==> config.mk <==
export PLATFORM = sky130hd
export DESIGN_NAME = register_arbiter
export DESIGN_NICKNAME = d
export VERILOG_FILES = /design/src/rtl/register_arbiter.sv
export SDC_FILE = /design/constraint.sdc
export NUM_CORES = 1
export LEC_CHECK = 0
export CORE_AREA = 5 5 42 44
export CTS_BUF_LIST = sky130_fd_sc_hd__clkbuf_4
export DETAILED_ROUTE_END_ITERATION = 8
export DIE_AREA = 0 0 47 49
export PLACE_DENSITY = 0.83
export SKIP_LAST_GASP = 1
export SLEW_MARGIN = 20
export SYNTH_ARGS = -nofsm -noshare
export SYNTH_HDL_FRONTEND = slang
export SYNTH_SLANG_ARGS = --single-unit
==> constraint.sdc <==
create_clock -name clock -period 4.3 [get_ports clock]
set_input_delay 0.645 -clock clock [delete_from_list [all_inputs] [get_ports clock]]
set_output_delay 0.645 -clock clock [all_outputs]
set_load 0.01 [all_outputs]
==> src/rtl/register_arbiter.sv <==
// Round-robin arbiter feeding a 4-input loadable register: picks a producer,
// drives load/select/ack with zero latency and tracks one-deep occupancy.
module register_arbiter #(
   parameter int unsigned burst = 1
) (
   input  logic       clock,
   input  logic       reset,
   input  logic [3:0] req,
   output logic [3:0] ack,
   output logic       load,
   output logic [1:0] select,
   output logic       valid,
   input  logic       ready
);

   localparam logic [7:0] burst_lim = 8'(burst);

   logic       valid_r;
   logic [1:0] ptr_r;
   logic [7:0] cnt_r;

   logic       space_s;
   logic       grant_s;
   logic [1:0] win_s;
   logic [7:0] cnt_next_s;

   // First requester found scanning p, p+1, p+2, p+3 (mod 4); the scan runs
   // from the farthest offset down so the nearest requester is written last.
   function automatic logic [1:0] pick_winner(input logic [3:0] r, input logic [1:0] p);
      logic [1:0] w;
      logic [1:0] idx;
      w = p;
      for (int k = 3; k >= 0; k--) begin
         idx = p + 2'(k);
         w   = r[idx] ? idx : w;
      end
      return w;
   endfunction

   assign valid = valid_r;

   // Grant decision and register-side controls, all combinational.
   always_comb begin
      space_s    = !valid_r || ready;
      grant_s    = space_s && (req != 4'b0000) && !reset;
      win_s      = pick_winner(req, ptr_r);
      cnt_next_s = (win_s == ptr_r) ? (cnt_r + 8'd1) : 8'd1;
      if (grant_s) begin
         load   = 1'b1;
         select = win_s;
         ack    = 4'b0001 << win_s;
      end else begin
         load   = 1'b0;
         select = reset ? 2'b00 : ptr_r;
         ack    = 4'b0000;
      end
   end

   // Occupancy flag plus priority pointer and burst counter.
   always_ff @(posedge clock) begin
      if (reset) begin
         valid_r <= 1'b0;
         ptr_r   <= 2'b00;
         cnt_r   <= 8'd0;
      end else begin
         if (grant_s) begin
            valid_r <= 1'b1;
         end else if (valid_r && ready) begin
            valid_r <= 1'b0;
         end else begin
            valid_r <= valid_r;
         end
         // A winner that exhausts its burst hands priority to the next slot.
         if (grant_s) begin
            if (cnt_next_s >= burst_lim) begin
               ptr_r <= win_s + 2'd1;
               cnt_r <= 8'd0;
            end else begin
               ptr_r <= win_s;
               cnt_r <= cnt_next_s;
            end
         end else begin
            ptr_r <= ptr_r;
            cnt_r <= cnt_r;
         end
      end
   end

endmodule
# After elaboration in Yosys (flattened, before gate mapping)
# Cells that the tools add are included.
# W data, S select, Z words.
# totals
ff_bits	11
inputBits	7
out_inout_bits	8
wordCells	44
# op_classes
addsub	5
order_cmp	5
n_eq_ne	1
shifts	1
n_mux	21
reduce_logical	8
# ops
operator	n
$mux W8	2
$mux W2	7
$lt A2 B3 Y1 const B	4
$add A8 B1 Y8 const B	1
$bmux W1 S2	4
$ge A8 B1 Y1 const B	1
$mux W1	7
$add A2 B1 Y2 const B	2
$add A2 B2 Y2 const B	2
$mux W4	1
$reduce_bool A4 Y1	1
$shl A1 B2 Y4 const A	1
$logic_and A1 B1 Y1	3
$eq A2 B2 Y1	1
$logic_not A1 Y1	2
$reduce_bool A2 Y1	1
$logic_or A1 B1 Y1	1

# Logic depth before layout (Yosys ltp)
# Gate-level depths: netlist of run 1.
# depth
ltp_word	11
depth_mapped	8
mapped_depth_nobuf	8

# Worst setup path before layout of run 1
# No wires, ideal clock.
# synth_timing
kind	input to output
startpoint	input req[0]
endpoint	output ack[0]
arrival_ns	2.128
setup_slack_ns	1.527
cell_stages	7
n_path_buf	0
path_cell_list	or4_2 o221ai_2 or2_2 xnor2_1 inv_1 ha_1 and2_1
# synth_between
elab_chain_cells	8
elab_cells_between_ends	17
# synth_rtl
item	line_no	text
start: declaration	8	input logic [3:0] req,
$bmux W1 S2	35	w = r[idx] ? idx : w;
$mux W1 (implied by the code)	35	
$mux W2 (4 in series)	35	
$shl A1 B2 Y4	51	ack = 4'b0001 << win_s;
$mux W4 (*)	48	if (grant_s) begin
end: declaration	9	output logic [3:0] ack,
# Every way passes the cells marked *; elsewhere a longest branch is shown, timed or not. The select of a mux whose other input is x is not followed.

# Final worst setup path of run 1
# layout_timing
startpoint	input req[1]
endpoint	output ack[0]
# The elaborated chain is that of the path after synthesis.

==> impl_metrics.ini, run 1 <==
[floorplanning]
die_area_um2 = 2300
coreArea_um2 = 1400
die_w_um = 47
rows = 14
pin_count = 15
die-height_um = 49
start_util_pct = 50.5

[timing]
slew_viol_final = 0
fin_crit_sh_pct = 90.9
rsz0062_at_grt = false
setup-tns-final_ns = 0
finalHoldViolCount = 0
hold_ws_ns = 0.482
finClkSkew_ns = 0.00787
fmax_mhz = 256
worst_pin_slew_ns = 0.550
setup_viol = 0
max-slew-margin-rel_pct = 63.0
finalCriticalPeriod_ns = 3.91

[cts]
clkTransAtPathRegs_ns = 0.07
hold_buffers = 0
postCtsSetupBuffers = 0
cts_tree = yes
clk_path_buf_depth = 2
root_buffer = clkbuf_4
cts_buffers = 3
numClockSinks = 11
post_cts_resized = 0
htreeDepth = 1
clk_latency_ns = 0.27

[final_layout]
final_common_cell = clkdlybuf4s50_1
fillerInstances = 132
drive_gt1_share_pct = 9.71
mostFrequentLayoutCells = clkdlybuf4s50_1 (14), and2_1 (12), dfxtp_1 (11), nor2_1 (8), a21oi_1 (7)
fin_area_um2 = 887
fin_nets = 116
area_growth_pct = 25.3
num_antenna_cells = 0

[route]
wire_per_inst_um = 13.0
drtPass1Iterations = 4
vias = 653
drt_wl_total_um = 1550
highest_layer = met4
met1Wirelength_um = 682
via_per_inst = 5.49
met3RoutedLength_um = 64
drc = 0
ant_nets = 0
drt_iter0_markers = 16
wl_met2_um = 766

[synth]
synth_cell_types = 32
ys_warn_count = 0
synth-async-reset-ratio_pct = 0
synth-edff-count = 0
yosysSeqAreaShare_pct = 31.1
netlist_area_um2 = 708
synth_cells = 86
synth-seq-cells = 11
avgSynthCellArea_um2 = 8.23
syn_nets = 98
synthFlopType = dfxtp_1

[placed_design]
place_congestion = 0.857
dp_hpwl_um = 1200
post_dp_cell_area_um2 = 857
port_buffers = 14

[setup_path]
required_ns = 3.65
path_max_fanout = 7
crit_type = in -> out
critPathArrivalTime_ns = 3.26
cp-start-kind = primary input
cp-end-kind = output pin

[grt]
grt_pass1_vias = 635
grt_max_degree = 11
grtUsageTotal_pct = 14.4
overflow = 0
antenna_found_initial = 0
grt_pass1_wl_um = 2530

[pwr]
power.density_nw_per_um2 = 396
ir_drop_mv = 0.217
p_leak_nw = 0.367

[job]
drv_cap = 0

[outcome]
status = finished, final reports clean

[hold_path]
holdCritPathClass = reg -> reg
==> flip-flops by register name, indices dropped and copies added (netlist names) <==
name and flops:
valid 1, ptr_r 2, cnt_r 8
==> logic make-up (layout without fill, tap and decap cells) <==
family,count (synthesis),after routing,share of synthesized area (%)
compound gates,22,22,20.3
simple gates,39,39,31.6
fa+ha+maj,5,5,8.83
buf+inv,6,23,4.24
flops,11,11,31.1
xor+xnor,2,2,2.47
mux,1,1,1.41
==> report_power, final <==
part	switching, mW	internal, mW	total, mW
registers	0.0161	0.109	0.125
clock network	0.0327	0.0422	0.0749
logic	0.0758	0.0751	0.151
==> layer usage <==
metal / vias to the layer above / track usage (%)
met2: 23 / 24.0
met1: 286 / 16.9
li1: 340 / -
met5: - / 0
met4: 0 / 8.76
met3: 4 / 1.11
==> synthesized netlist by cell type (2+ instances only) <==
cell | number | share of area (%)
a21oi_1 | 7 | 4.9
a31oi_1 | 2 | 1.8
and2_1 | 12 | 11
dfxtp_1 | 11 | 31
ha_1 | 5 | 8.8
inv_1 | 5 | 2.7
nand2_1 | 5 | 2.7
nand4_1 | 2 | 1.8
nor2_1 | 8 | 4.2
o21ai_0 | 5 | 3.5
or3_1 | 2 | 1.8
xnor2_1 | 2 | 2.5
==> cell type report <==
type | instances | area (um^2) | share of cell area (%)
multi-input combinational | 69 | 458 | 51.6
sequential | 11 | 220 | 24.8
timing repair buffer | 14 | 140 | 15.8
clock buffer | 4 | 30.0 | 3.39
tap | 16 | 20.0 | 2.26
inverter | 5 | 18.8 | 2.12
==> final timing paths <==
path	from	to	slack [ns]	cells after the start
max	req[1]	ack[0]	0.39	10
min	cnt_r[3]	cnt_r[3]	0.48	1
max reg2reg	ptr_r[0]	ptr_r[1]	2.09	7
min reg2reg	cnt_r[3]	cnt_r[3]	0.48	1
==> worst max-delay path: stages <==
cell and delay, ns:
clkdlybuf4s50_1 0.58, nor2_1 0.09, or4_2 0.56, o221ai_2 0.12
or2_2 0.17, xnor2_1 0.18, inv_1 0.11, ha_1 0.21
and2_1 0.13, clkdlybuf4s50_1 0.47
==> per-stage QoR <==
stage | setup slack [ns] | power, mW | util [%] | cells
2_1_floorplan | 1.53 | 0.230 | - | 86
3_3_place_gp | 0.490 | 0.271 | 61.2 | 115
3_5_place_dp | 0.389 | 0.279 | 61.2 | 115
4_1_cts | 0.381 | 0.355 | 63.3 | 119
5_1_grt | 0.265 | 0.379 | 63.3 | 119
6_report | 0.392 | 0.351 | 63.3 | 119
Note: power is estimated with default switching activity, not from simulation.
==> run 2, diff against run 1 <==
--- a/config.mk
+++ b/config.mk
@@ -5,11 +5,11 @@
 export SDC_FILE = /design/constraint.sdc
 export NUM_CORES = 1
 export LEC_CHECK = 0
-export CORE_AREA = 5 5 42 44
+export CORE_MARGIN = 5
+export CORE_UTILIZATION = 50
 export CTS_BUF_LIST = sky130_fd_sc_hd__clkbuf_4
 export DETAILED_ROUTE_END_ITERATION = 8
-export DIE_AREA = 0 0 47 49
-export PLACE_DENSITY = 0.83
+export PLACE_DENSITY = 0.79
 export SKIP_LAST_GASP = 1
 export SLEW_MARGIN = 20
 export SYNTH_ARGS = -nofsm -noshare
==> run 2 against run 1 <==
Against the previous run: clock-buffer cell count did not move; power fell by 0.47%; critical path depth decreased by 1.
==> impl_metrics.ini, run 2 (synthesized netlist as in run 1, its figures left out) <==
[outcome]
status = finished, final reports clean

[setup_path]
cpMostUsedCell = clkdlybuf4s50_1
critPathArrivalTime_ns = 3.22
slowest_stage = or4_2
critPathBufInv = 3
cp-end-kind = output pin
crit_family = buffers and inverters
required_ns = 3.65
cp-start-kind = primary input
crit_path_cell_trace = clkdlybuf4s50_1 > or4_2 > o221ai_2 > or2_2 > xnor2_1 > inv_1 > ha_1 > and2_1 > clkdlybuf4s50_1
cpPeakStageDelay_ns = 0.70
path_max_fanout = 8
crit_type = in -> out

[timing]
hold_ws_ns = 0.487
max-slew-margin-rel_pct = 67.9
worst_pin_slew_ns = 0.477
finalCriticalPeriod_ns = 3.87
setup_viol = 0
finClkSkew_ns = 0.00162
rsz0062_at_grt = false
fin_crit_sh_pct = 90.0
finalHoldViolCount = 0
fmax_mhz = 259
slew_viol_final = 0
setup-tns-final_ns = 0

[final_layout]
area_growth_pct = 25.1
largest_register = cnt_r
final_common_cell = clkdlybuf4s50_1
drive_gt1_share_pct = 9.71
largest_register_ffs = 8
fin_nets = 116
num_antenna_cells = 0
mostFrequentLayoutCells = clkdlybuf4s50_1 (14), and2_1 (12), dfxtp_1 (11), nor2_1 (8), a21oi_1 (7)
final-instance-count-excl-fill = 118
fin_area_um2 = 886

[floorplanning]
coreArea_um2 = 1320
die-height_um = 47.6
pin_count = 15
die_area_um2 = 2270
rows = 13
die_w_um = 47.6
start_util_pct = 53.8

[pwr]
ir_drop_mv = 0.231
p_leak_nw = 0.367
power.density_nw_per_um2 = 395
power_mw = 0.350

[cts]
cts_buffers = 3
htreeDepth = 1
numClockSinks = 11
post_cts_resized = 0
clkTransAtPathRegs_ns = 0.06
root_buffer = clkbuf_4
clk_latency_ns = 0.27
postCtsSetupBuffers = 0
clk_path_buf_depth = 2
hold_buffers = 0
cts_tree = yes

[route]
vias = 679
ant_nets = 0
wire_per_inst_um = 12.1
drt_iter0_markers = 14
via_per_inst = 5.75
drtPass1Iterations = 4
drt_wl_total_um = 1420
drc = 0

[grt]
grt_pass1_wl_um = 2420
grt_pass1_vias = 614
overflow = 0
grt_max_degree = 11
antenna_found_initial = 0
grtUsageTotal_pct = 14.8

[job]
drv_cap = 0

[placed_design]
dp_hpwl_um = 1100
place_inst = 114
post_dp_cell_area_um2 = 856
place_congestion = 0.749
port_buffers = 14

[hold_path]
holdCritPathClass = reg -> reg
## run 2: cell counts in the layout (fill, tap and decap cells not counted)
Identical to the previous run, type by type.
## run 2: cell type report
type | count | area (um^2)
Timing Repair Buffer | 14 | 140
Fill cell | 112 | 432
Sequential cell | 11 | 220
Clock buffer | 4 | 30.0
Inverter | 5 | 18.8
Multi-Input combinational cell | 69 | 458
Tap cell | 15 | 18.8
## run 2: worst paths after layout
| kind | start | end | slack (ns) | depth (start not counted) |
|---|---|---|---|---|
| setup / recovery | req[0] | ack[2] | 0.43 | 9 |
| hold reg to reg | cnt_r[6] | cnt_r[6] | 0.49 | 1 |
| setup reg to reg | ptr_r[0] | ptr_r[1] | 2.11 | 7 |
| hold / removal | cnt_r[6] | cnt_r[6] | 0.49 | 1 |
## run 2: layer usage
| layer | global-route usage, % | wire length, um |
|---|---|---|
| met1 | 19.0 | 670 |
| met2 | 24.6 | 642 |
| met3 | 5.64 | 109 |
| met4 | 1.61 | 0 |
| met5 | 0 | 0 |
## run 2: stage by stage
step                util, %  worst slack (ns)
global placement       65.0             0.489
floorplan                 -              1.53
CTS                    67.2             0.432
global route           67.2             0.262
detailed placement     65.0             0.430
finish                 67.2             0.432
## run 2: power breakdown
part / total [mW] / internal [mW] / switching [mW]
sequential: 0.127 / 0.109 / 0.0175
clock: 0.0757 / 0.0422 / 0.0335
combinational: 0.147 / 0.0743 / 0.0728
==> run 3, diff against run 2 <==
--- a/config.mk
+++ b/config.mk
@@ -8,6 +8,7 @@
 export CORE_MARGIN = 5
 export CORE_UTILIZATION = 50
 export CTS_BUF_LIST = sky130_fd_sc_hd__clkbuf_4
+export CTS_CLUSTER_DIAMETER = 80
 export DETAILED_ROUTE_END_ITERATION = 8
 export PLACE_DENSITY = 0.79
 export SKIP_LAST_GASP = 1
==> results of run 3 <==
Final layout, timing and power as in run 2 (identical DEF).
